File: config.mk
export PLATFORM = sky130hd
export DESIGN_NAME = mc_control_unit
export DESIGN_NICKNAME = d
export VERILOG_FILES = /design/src/rtl/mc_ctrl_pkg.sv /design/src/rtl/mc_control_unit_alu_decode.sv /design/src/rtl/mc_control_unit.sv
export SDC_FILE = /design/constraint.sdc
export NUM_CORES = 1
export LEC_CHECK = 0
export ABC_AREA = 1
export CORE_MARGIN = 1
export CORE_UTILIZATION = 30
export DETAILED_ROUTE_END_ITERATION = 6
export PLACE_DENSITY_LB_ADDON = 0.05
export SLEW_MARGIN = 10
export SYNTH_ARGS = -nofsm -noshare
export SYNTH_HDL_FRONTEND = slang
export SYNTH_SLANG_ARGS = --single-unit
File: constraint.sdc
create_clock -name clk -period 2.1 [get_ports clk]
set_input_delay 0.42 -clock clk [delete_from_list [all_inputs] [get_ports clk]]
set_output_delay 0.42 -clock clk [all_outputs]
set_load 0.01 [all_outputs]
File: src/rtl/mc_ctrl_pkg.sv
// rtl/mc_ctrl_pkg.sv - shared encodings for the multicycle MIPS control unit
// Contents: FSM state codes, opcode/funct constants, ALU_Control and
// ALU_SrcB encodings, the packed control-word struct and an opcode helper.
package mc_ctrl_pkg;

    typedef enum logic [3:0] {
        S_IF       = 4'd0,
        S_ID       = 4'd1,
        S_EX_R     = 4'd2,
        S_EX_I     = 4'd3,
        S_MEM_ADDR = 4'd4,
        S_MEM_RD   = 4'd5,
        S_MEM_WR   = 4'd6,
        S_MEM_WB   = 4'd7,
        S_ALU_WB   = 4'd8,
        S_BEQ      = 4'd9,
        S_BNE      = 4'd10,
        S_JMP      = 4'd11,
        S_TRAP     = 4'd12
    } state_e;

    localparam logic [5:0] OP_R     = 6'h00;
    localparam logic [5:0] OP_J     = 6'h02;
    localparam logic [5:0] OP_BEQ   = 6'h04;
    localparam logic [5:0] OP_BNE   = 6'h05;
    localparam logic [5:0] OP_ADDI  = 6'h08;
    localparam logic [5:0] OP_ADDIU = 6'h09;
    localparam logic [5:0] OP_ANDI  = 6'h0C;
    localparam logic [5:0] OP_ORI   = 6'h0D;
    localparam logic [5:0] OP_LW    = 6'h23;
    localparam logic [5:0] OP_SW    = 6'h2B;

    localparam logic [5:0] FN_ADD = 6'h20;
    localparam logic [5:0] FN_SUB = 6'h22;
    localparam logic [5:0] FN_AND = 6'h24;
    localparam logic [5:0] FN_OR  = 6'h25;
    localparam logic [5:0] FN_SLT = 6'h2A;

    localparam logic [2:0] ALU_PASS = 3'b000;
    localparam logic [2:0] ALU_ADD  = 3'b001;
    localparam logic [2:0] ALU_AND  = 3'b010;
    localparam logic [2:0] ALU_OR   = 3'b011;
    localparam logic [2:0] ALU_SUB  = 3'b100;
    localparam logic [2:0] ALU_SLT  = 3'b101;

    localparam logic [1:0] SRCB_REG    = 2'b00;
    localparam logic [1:0] SRCB_FOUR   = 2'b01;
    localparam logic [1:0] SRCB_IMM    = 2'b10;
    localparam logic [1:0] SRCB_IMM_SH = 2'b11;

    typedef struct packed {
        logic       iord;
        logic       mem_write;
        logic       mem_req;
        logic       ir_write;
        logic       pc_write;
        logic       pc_src;
        logic       branch;
        logic       branch_ne;
        logic       alu_srca;
        logic       reg_write;
        logic       mem_reg;
        logic       reg_dst;
        logic       pc_j;
        logic       zero_ext;
        logic [2:0] alu_control;
        logic [1:0] alu_srcb;
    } ctrl_t;

    // I-type ALU instructions share the EX_I / ALU_WB path.
    function automatic logic is_alu_i_op(input logic [5:0] op);
        return (op == OP_ADDI) || (op == OP_ADDIU) || (op == OP_ANDI) || (op == OP_ORI);
    endfunction

endpackage

File: src/rtl/mc_control_unit_alu_decode.sv
// rtl/mc_control_unit_alu_decode.sv - Op/Funct to ALU operation decode
// Module mc_alu_decode (combinational)
//   op, funct   : instruction fields from the instruction register
//   alu_control : ALU operation for EX_R / EX_I / ALU_WB (ALU_PASS when undecodable)
//   zero_ext    : zero-extend the immediate (ANDI/ORI)
//   reg_dst     : destination register comes from rd (R-type)
//   legal       : op/funct pair names a supported ALU instruction
module mc_alu_decode
    import mc_ctrl_pkg::*;
(
    input  logic [5:0] op,
    input  logic [5:0] funct,
    output logic [2:0] alu_control,
    output logic       zero_ext,
    output logic       reg_dst,
    output logic       legal
);

    always_comb begin
        alu_control = ALU_PASS;
        zero_ext    = 1'b0;
        reg_dst     = 1'b0;
        legal       = 1'b0;
        case (op)
            OP_R: begin
                // rd is the destination for every R-type, legal or not.
                reg_dst = 1'b1;
                legal   = 1'b1;
                case (funct)
                    FN_ADD:  alu_control = ALU_ADD;
                    FN_SUB:  alu_control = ALU_SUB;
                    FN_AND:  alu_control = ALU_AND;
                    FN_OR:   alu_control = ALU_OR;
                    FN_SLT:  alu_control = ALU_SLT;
                    default: legal       = 1'b0;
                endcase
            end
            OP_ADDI, OP_ADDIU: begin
                alu_control = ALU_ADD;
                legal       = 1'b1;
            end
            OP_ANDI: begin
                alu_control = ALU_AND;
                zero_ext    = 1'b1;
                legal       = 1'b1;
            end
            OP_ORI: begin
                alu_control = ALU_OR;
                zero_ext    = 1'b1;
                legal       = 1'b1;
            end
            default: ;
        endcase
    end

endmodule

File: src/rtl/mc_control_unit.sv
// rtl/mc_control_unit.sv - multicycle MIPS control FSM (Moore, with memory handshake)
// Parameters: MEM_WAIT_EN (1 = honour Mem_Ready), STATE_W (State output width)
// Inputs : clk, rst (async active-low), Op, Funct, Mem_Ready
// Outputs: datapath controls IorD .. Zero_Ext, ALU_Control[2:0], ALU_SrcB[1:0],
//          sticky Illegal, debug State[STATE_W-1:0]
module mc_control_unit
    import mc_ctrl_pkg::*;
#(
    parameter bit MEM_WAIT_EN = 1'b1,
    parameter int STATE_W     = 4
) (
    input  logic               clk,
    input  logic               rst,
    input  logic [5:0]         Op,
    input  logic [5:0]         Funct,
    input  logic               Mem_Ready,
    output logic               IorD,
    output logic               Mem_Write,
    output logic               Mem_Req,
    output logic               IR_Write,
    output logic               PC_Write,
    output logic               PC_Src,
    output logic               Branch,
    output logic               Branch_Ne,
    output logic               ALU_SrcA,
    output logic               Reg_Write,
    output logic               Mem_Reg,
    output logic               Reg_Dst,
    output logic               PC_J,
    output logic               Zero_Ext,
    output logic [2:0]         ALU_Control,
    output logic [1:0]         ALU_SrcB,
    output logic               Illegal,
    output logic [STATE_W-1:0] State
);

    state_e     state_q, state_d;
    logic       illegal_q, illegal_d;
    logic       ready;
    ctrl_t      ctrl;

    logic [2:0] dec_alu_control;
    logic       dec_zero_ext;
    logic       dec_reg_dst;
    logic       dec_legal;

    mc_alu_decode u_alu_decode (
        .op          (Op),
        .funct       (Funct),
        .alu_control (dec_alu_control),
        .zero_ext    (dec_zero_ext),
        .reg_dst     (dec_reg_dst),
        .legal       (dec_legal)
    );

    // With waiting disabled every memory access completes in its first cycle.
    assign ready = Mem_Ready | ~MEM_WAIT_EN;

    always_ff @(posedge clk or negedge rst) begin
        if (!rst) begin
            state_q   <= S_IF;
            illegal_q <= 1'b0;
        end else begin
            state_q   <= state_d;
            illegal_q <= illegal_d;
        end
    end

    always_comb begin
        state_d = state_q;
        case (state_q)
            S_IF: begin
                if (ready) state_d = S_ID;
            end
            S_ID: begin
                if (Op == OP_R)                       state_d = S_EX_R;
                else if (is_alu_i_op(Op))             state_d = S_EX_I;
                else if (Op == OP_LW || Op == OP_SW)  state_d = S_MEM_ADDR;
                else if (Op == OP_BEQ)                state_d = S_BEQ;
                else if (Op == OP_BNE)                state_d = S_BNE;
                else if (Op == OP_J)                  state_d = S_JMP;
                else                                  state_d = S_TRAP;
            end
            // Unknown Funct is only discoverable here, so the trap is taken
            // one state later than for an unknown opcode.
            S_EX_R:     state_d = dec_legal ? S_ALU_WB : S_TRAP;
            S_EX_I:     state_d = S_ALU_WB;
            S_ALU_WB:   state_d = S_IF;
            S_MEM_ADDR: begin
                if (Op == OP_LW)      state_d = S_MEM_RD;
                else if (Op == OP_SW) state_d = S_MEM_WR;
                else                  state_d = S_TRAP;
            end
            S_MEM_RD: begin
                if (ready) state_d = S_MEM_WB;
            end
            S_MEM_WR: begin
                if (ready) state_d = S_IF;
            end
            S_MEM_WB:   state_d = S_IF;
            S_BEQ:      state_d = S_IF;
            S_BNE:      state_d = S_IF;
            S_JMP:      state_d = S_IF;
            S_TRAP:     state_d = S_TRAP;
            default:    state_d = S_IF;
        endcase
        illegal_d = illegal_q | (state_d == S_TRAP);
    end

    always_comb begin
        ctrl = '0;
        case (state_q)
            S_IF: begin
                ctrl.mem_req     = 1'b1;
                ctrl.alu_srcb    = SRCB_FOUR;
                ctrl.alu_control = ALU_ADD;
                ctrl.pc_j        = 1'b1;
                // Strobes only in the cycle the fetch completes.
                ctrl.ir_write    = ready;
                ctrl.pc_write    = ready;
            end
            S_ID: begin
                ctrl.alu_srcb    = SRCB_IMM_SH;
                ctrl.alu_control = ALU_ADD;
                ctrl.pc_j        = 1'b1;
            end
            S_EX_R: begin
                ctrl.alu_srca    = 1'b1;
                ctrl.alu_srcb    = SRCB_REG;
                ctrl.alu_control = dec_alu_control;
                ctrl.zero_ext    = dec_zero_ext;
                ctrl.reg_dst     = dec_reg_dst;
            end
            S_EX_I: begin
                ctrl.alu_srca    = 1'b1;
                ctrl.alu_srcb    = SRCB_IMM;
                ctrl.alu_control = dec_alu_control;
                ctrl.zero_ext    = dec_zero_ext;
                ctrl.reg_dst     = dec_reg_dst;
            end
            S_ALU_WB: begin
                // Re-decoded from the held IR so the result path stays stable.
                ctrl.reg_write   = 1'b1;
                ctrl.alu_control = dec_alu_control;
                ctrl.zero_ext    = dec_zero_ext;
                ctrl.reg_dst     = dec_reg_dst;
            end
            S_MEM_ADDR: begin
                ctrl.alu_srca    = 1'b1;
                ctrl.alu_srcb    = SRCB_IMM;
                ctrl.alu_control = ALU_ADD;
            end
            S_MEM_RD: begin
                ctrl.iord        = 1'b1;
                ctrl.mem_req     = 1'b1;
            end
            S_MEM_WR: begin
                ctrl.iord        = 1'b1;
                ctrl.mem_req     = 1'b1;
                ctrl.mem_write   = ready;
            end
            S_MEM_WB: begin
                ctrl.reg_write   = 1'b1;
                ctrl.mem_reg     = 1'b1;
            end
            S_BEQ, S_BNE: begin
                ctrl.alu_srca    = 1'b1;
                ctrl.alu_srcb    = SRCB_REG;
                ctrl.alu_control = ALU_SUB;
                ctrl.pc_src      = 1'b1;
                ctrl.pc_j        = 1'b1;
                ctrl.branch      = 1'b1;
                ctrl.branch_ne   = (state_q == S_BNE);
            end
            S_JMP: begin
                ctrl.pc_write    = 1'b1;
                ctrl.pc_src      = 1'b1;
            end
            default: ;
        endcase
    end

    // Write enables and the memory request are gated by rst directly so that
    // they fall with reset itself, independent of the state register.
    assign IorD        = ctrl.iord;
    assign Mem_Write   = ctrl.mem_write & rst;
    assign Mem_Req     = ctrl.mem_req   & rst;
    assign IR_Write    = ctrl.ir_write  & rst;
    assign PC_Write    = ctrl.pc_write  & rst;
    assign Reg_Write   = ctrl.reg_write & rst;
    assign PC_Src      = ctrl.pc_src;
    assign Branch      = ctrl.branch;
    assign Branch_Ne   = ctrl.branch_ne;
    assign ALU_SrcA    = ctrl.alu_srca;
    assign Mem_Reg     = ctrl.mem_reg;
    assign Reg_Dst     = ctrl.reg_dst;
    assign PC_J        = ctrl.pc_j;
    assign Zero_Ext    = ctrl.zero_ext;
    assign ALU_Control = ctrl.alu_control;
    assign ALU_SrcB    = ctrl.alu_srcb;
    assign Illegal     = illegal_q;
    assign State       = STATE_W'(state_q);

endmodule

== Yosys cells after proc, flatten, opt, wreduce, memory -nomap -nowiden ==
Cells that the tools add are included.

* Register bits after elaboration: 5
* Input bits: 15
* Output and inout bits: 24
* Logic and storage cells: 89

* Eq/ne operators: 27
* Multiplexer cells: 34
* Bitwise logic cells: 6
* Reduce and logical (&&, ||, !) cells: 20

{| class="wikitable"
|+ Operator list
! operator !! count
|-
| 6-bit == test, second input constant || 7
|-
| 4-bit 2-to-1 mux || 8
|-
| 4-bit case mux with 8 select lines || 1
|-
| 4-bit == test, second input constant || 6
|-
| 6-bit by 4-bit == test with 1-bit output, second input constant || 4
|-
| 4-bit by 3-bit == test with 1-bit output, second input constant || 4
|-
| 3-bit case mux with 5 select lines || 1
|-
| 1-bit 2-to-1 mux || 14
|-
| 6-bit by 3-bit == test with 1-bit output, second input constant || 2
|-
| 3-bit 2-to-1 mux || 4
|-
| 3-bit case mux with 4 select lines || 1
|-
| 2-bit OR reduction || 6
|-
| 3-bit OR reduction || 4
|-
| 5-bit OR reduction || 2
|-
| 3-bit case mux with 3 select lines || 1
|-
| 4-bit by 2-bit == test with 1-bit output, second input constant || 2
|-
| 4-bit OR reduction || 2
|-
| 6-bit by 2-bit == test with 1-bit output, second input constant || 1
|-
| 6-bit logical NOT || 1
|-
| 2-bit case mux with 3 select lines || 1
|-
| 1-bit AND || 5
|-
| 4-bit by 1-bit == test with 1-bit output, second input constant || 1
|-
| 4-bit logical NOT || 1
|-
| 1-bit logical OR || 4
|-
| other kinds (3) || 4
|}

== Depth between registers and ports, before layout ==
* Word-level depth: 10
* Mapped depth: 10
* Gate-level depth less buffers: 9

== Hierarchy ==
A second synthesis with hierarchy kept.

* Cells, all modules: 146
* Area total of the unflattened synthesis: 832.0 sq um

{| class="wikitable"
|+ By module, submodules not included
! module !! instances !! cells each !! area an instance (sq um) !! sequential area each (sq um)
|-
| mc_control_unit || 1 || 107 || 648.1 || 125.1
|-
| mc_alu_decode || 1 || 39 || 183.9 || 0.0
|}

== Worst setup path after synthesis ==
Ideal clock, no wire load.

* Kind: register to output
* Start: register state_q[1] (netlist: State[1])
* End: output Zero_Ext
* Arrival time: 1.249 ns
* Data required time: 1.680 ns
* Setup slack: 0.431 ns
* Stages on the path, launching flop included: 7
* Buffers on the path: 1
* Cells stage by stage: dfrtp_1 -> buf_6 -> nor2_2 -> inv_2 -> nor2_4 -> nor2_2 -> nor4_1

* Cells in the longest elaborated chain, start to end: 3
* Elaborated cells on any way between the ends: 5
* Classes of those cells: eq/ne: 3; mux: 1; reduce/logical: 1

{| class="wikitable"
|+ Ends and longest elaborated chain
! what !! RTL line !! RTL
|-
| start, declared || mc_control_unit.sv:37 || <nowiki>state_e state_q, state_d;</nowiki>
|-
| start signal, assigned || mc_control_unit.sv:64 || <nowiki>state_q <= state_d;</nowiki>
|-
| 4-bit by 2-bit == test with 1-bit output or 4-bit == test (tied branches) || mc_control_unit.sv:112 || <nowiki>case (state_q)</nowiki>
|-
| 3-bit OR reduction (no source line) * || n/a ||
|-
| 1-bit 2-to-1 mux * || mc_control_unit.sv:112 ||
|-
| end, declared || mc_control_unit.sv:30 || <nowiki>output logic Zero_Ext,</nowiki>
|}

Every way passes the cells marked *; elsewhere a longest branch is shown, timed or not.

== Final worst setup path ==
* Start: input Op[5]
* End: output ALU_Control[2]

* Cells in the longest elaborated chain, start to end: 4
* Elaborated cells on any way between the ends: 8
* Classes of those cells: eq/ne: 4; mux: 2; reduce/logical: 2

{| class="wikitable"
|+ Ends and longest elaborated chain
! what !! RTL line !! RTL
|-
| start, declared || mc_control_unit.sv:14 || <nowiki>input logic [5:0] Op,</nowiki>
|-
| 6-bit by 4-bit == test with 1-bit output || mc_control_unit_alu_decode.sv:24 || <nowiki>case (op)</nowiki>
|-
| 2-bit OR reduction || mc_control_unit_alu_decode.sv:24 ||
|-
| 3-bit case mux with 4 select lines * || mc_control_unit_alu_decode.sv:24 ||
|-
| 3-bit case mux with 3 select lines * || mc_control_unit.sv:112 ||
|-
| end, declared || mc_control_unit.sv:31 || <nowiki>output logic [2:0] ALU_Control,</nowiki>
|}

Marked as above.

==> qor.csv <==
stage;metric;value;unit
synth;yosysWarnings;0;
critical_path;r2r_cells;10;
pwr;peakVddDrop;0.000573;V
critical_path;cp_common_cell;nor2_4;
critical_path;path_cells;dlygate4sd2_1 > nor2_4 > nand3_4 > buf_4 > nor2_4 > nand4_1 > nand2_1 > clkdlybuf4s15_1;
synth;synth_nets;144;
critical_path;critPathLaunchType;primary input;
critical_path;critPathMaxFanout;3;
clocking;holdBufCountCts;0;
final_layout;area_growth;96.8;%
synth;netlist_area;748;µm²
place;dpl.cell_count;219;
clocking;clkSlewWorstSetupHoldPaths;50;ps
clocking;root_buffer;clkbuf_4;
route;drt-vias-per-instance;4.63;
sta;setup_viol;0;
route;first_pass_iters;4;
final_layout;diodes;0;
worst_hold_path;hp-class;flop to flop;
route;routed-via-count;1064;
synth;ys_types;24;
sta;fmax;498;MHz
critical_path;slowest_stage;dlygate4sd2_1;
floorplanning;rows;17;
pwr;p_int;624;µW
final_layout;nets;218;
critical_path;crit_type;primary input to output port;
clocking;clockBufferDepth;2;
status;run_status;completed;
route;drt_wl_total;2520;µm
synth;async_reset_ff_share;100;%
pwr;combPwrFrac;77.8;%
synth;yosysTopAreaCell;dfrtp_1;
final_layout;finalNonFillerCells;230;
critical_path;cpLargestDelayFamily;buffers and inverters;
final_layout;fillers;216;
floorplanning;fp.dieW;51.9;µm
pwr;p_leak;0.000842;µW
pwr;clock_power_share;9.2;%
synth;synth_common_cells;nand2_1 (24), nor2_1 (24), inv_1 (17);
synth;syn_inst;129;
clocking;cts_sinks;5;
floorplanning;core-area;2280;µm²
sta;period_share;95.7;%
route;first_iter_violations;14;
grt;overflow;0;
place;globalplace.congestion;0.898;
grt;first_global_vias;952;
place;io_buffers;38;
sta;hold_violations;0;
sta;period_needed;2010;ps
floorplanning;initial_core_util;32.9;%
critical_path;cp_num_buf_inv;3;
route;ant_nets;0;
clocking;clkLatencyLatePin;240;ps
synth;ys_ff_latch;5;
critical_path;cp.required;1680;ps
final_layout;final_util;64.7;%
worst_hold_path;hold_depth;2;
critical_path;r2r-end;Illegal$_DFF_PN0_;
synth;synth_edf_count;0;
route;wire_per_inst;11.0;µm
floorplanning;io_pins;39;
critical_path;r2r_slack;760;ps
final_layout;layout-drive-gt1-share;38.1;%
critical_path;worst_ep_arrival_time;1590;ps
job;maxCapViolCount;0;
clocking;cts_tree;built;
grt;track_usage;20.0;%
grt;antenna_found_initial;0;
critical_path;r2r_start;State[3]$_DFF_PN0_;
synth;synth_ff_type;dfrtp_1;
synth;synth_top_area_share;16.7;%
route;drc_errors;0;
sta;worst_pin_slew;358;ps
place;dp_hpwl;1950;µm
grt;grt_max_degree;7;
pwr;powerDensity;815;nW/µm²
synth;syn_area_per_cell;5.80;µm²
worst_hold_path;min-delay-start;Illegal$_DFF_PN0_;
clocking;cts_htree_levels;1;
sta;maxSlewViolCount;0;
critical_path;cp_slowest_stage_delay;270;ps
pwr;switching_share;48.0;%
pwr;p_sw;577;µW
floorplanning;dieArea;2700;µm²
critical_path;endpoint_kind;output port;
sta;max-slew-margin-rel;76.0;%
clocking;cts_buffers;3;
worst_hold_path;hold_end;Illegal$_DFF_PN0_;
pwr;pwr-share-seq;13.0;%
grt;grt_pass1_wl;4100;µm
synth;ys_seq_area_share;16.7;%
synth;synth.area.top_cells;dfrtp_1 (17%), nand2_1 (12%), nor2_1 (12%);
floorplanning;die_y;51.9;µm
sta;fin_skew;6.29;ps
metal layers:
metal	track usage (%)	up-vias	share of wire (%)
met3	4.09	0	4.9
li1	-	559	-
met2	31.8	31	46
met1	28.7	474	49
met4	1.35	0	0
met5	0	-	0
flip-flops by register name (all words and copies together) (netlist names):
register and flops:
State 4, Illegal 1
cells by family (layout without fill, tap and decap cells):
group	count (synthesis)	count (layout)	share of synthesized area, %
AOI/OAI and AO/OA	10	10	9.20
buffers and inverters	26	99	14.2
DFF	5	5	16.7
and+or+nand+nor	88	88	59.9
through the flow:
stage          hold slack, ps  total power (µW)  TNS (ps)  setup WS, ps  instance area [µm²]
2_1_floorplan             124               625         0           431                  748
3_5_place_dp              459              1110     -1930          -468                 1340
3_3_place_gp              449              1100     -1810          -409                 1340
4_1_cts                   477              1210     -92.1         -92.1                 1440
6_report                  473              1200         0          90.4                 1470
5_1_grt                   515              1310     -8.38         -7.00                 1470
placed cells by master (no fill, tap or decap):
master           count
dlygate4sd2_1       17
nor3_1               2
clkbuf_1             1
clkdlybuf4s50_1      9
nor2_1              18
dlymetal6s2s_1       8
nand3_1             11
dfrtp_1              5
buf_2                2
nand2_4              2
o211ai_1             2
clkdlybuf4s15_1      1
clkbuf_4             3
buf_4               30
o21bai_1             1
o32a_1               1
clkinv_2             1
nand2_1             22
clkinv_1             1
nor2_4               8
nand3_2              4
o21ai_0              2
clkbuf_2             1
nor4_1               1
nand2_2              5
nand3_4              1
a21oi_1              1
o21a_1               1
nor2_2               9
inv_2                9
inv_1               14
o21ai_1              1
nand4_1              5
buf_6                2
o2111ai_1            1
area by class of cell:
class                           instances  area [µm²]  area share [%]
Multi-Input combinational cell         98         579            39.3
Tap cell                               28        35.0            2.38
Clock buffer                            4        26.3            1.78
Inverter                               25        95.1            6.46
Sequential cell                         5         125            8.50
Timing Repair Buffer                   70         612            41.5
timing repair:
| action | 4_1_cts | 5_1_grt |
|---|---|---|
| gates resized for setup | 38 | 21 |
| setup buffers | 7 | 0 |
| cloned | 0 | 0 |
| endpoints found under the setup margin | 15 | 7 |
| pin swaps | 6 | 5 |
power groups by stage:
stage | sequential [µW] | clock [µW] | combinational [µW]
2_1_floorplan | 177 | 0 | 448
3_3_place_gp | 156 | 0 | 947
3_5_place_dp | 157 | 0 | 951
4_1_cts | 156 | 114 | 940
5_1_grt | 160 | 124 | 1030
6_report | 156 | 110 | 934
how the worst max path moves through the flow:
stage | start | endpoint | slack (ps) | depth (start not counted)
detailed placement | Funct[5] | ALU_Control[0] | -470 | 10
global route | Op[5] | ALU_Control[2] | -7 | 8
floorplan | State[1]$_DFF_PN0_ | Zero_Ext | 430 | 6
global placement | Funct[5] | ALU_Control[0] | -410 | 10
finish | Op[5] | ALU_Control[2] | 90 | 8
CTS | Funct[5] | ALU_Control[0] | -90 | 10
worst reg2reg max path, cell delays in order, from the launching register on:
cell     delay, ps
dfrtp_1        420
inv_2          100
nand2_2        100
buf_4          160
nor2_4         100
nand3_2         90
nor2_1         110
nor2_1          50
nand2_2         60
nand2_1         40
nand2_1         50
Note: power is estimated with default switching activity, not from simulation.
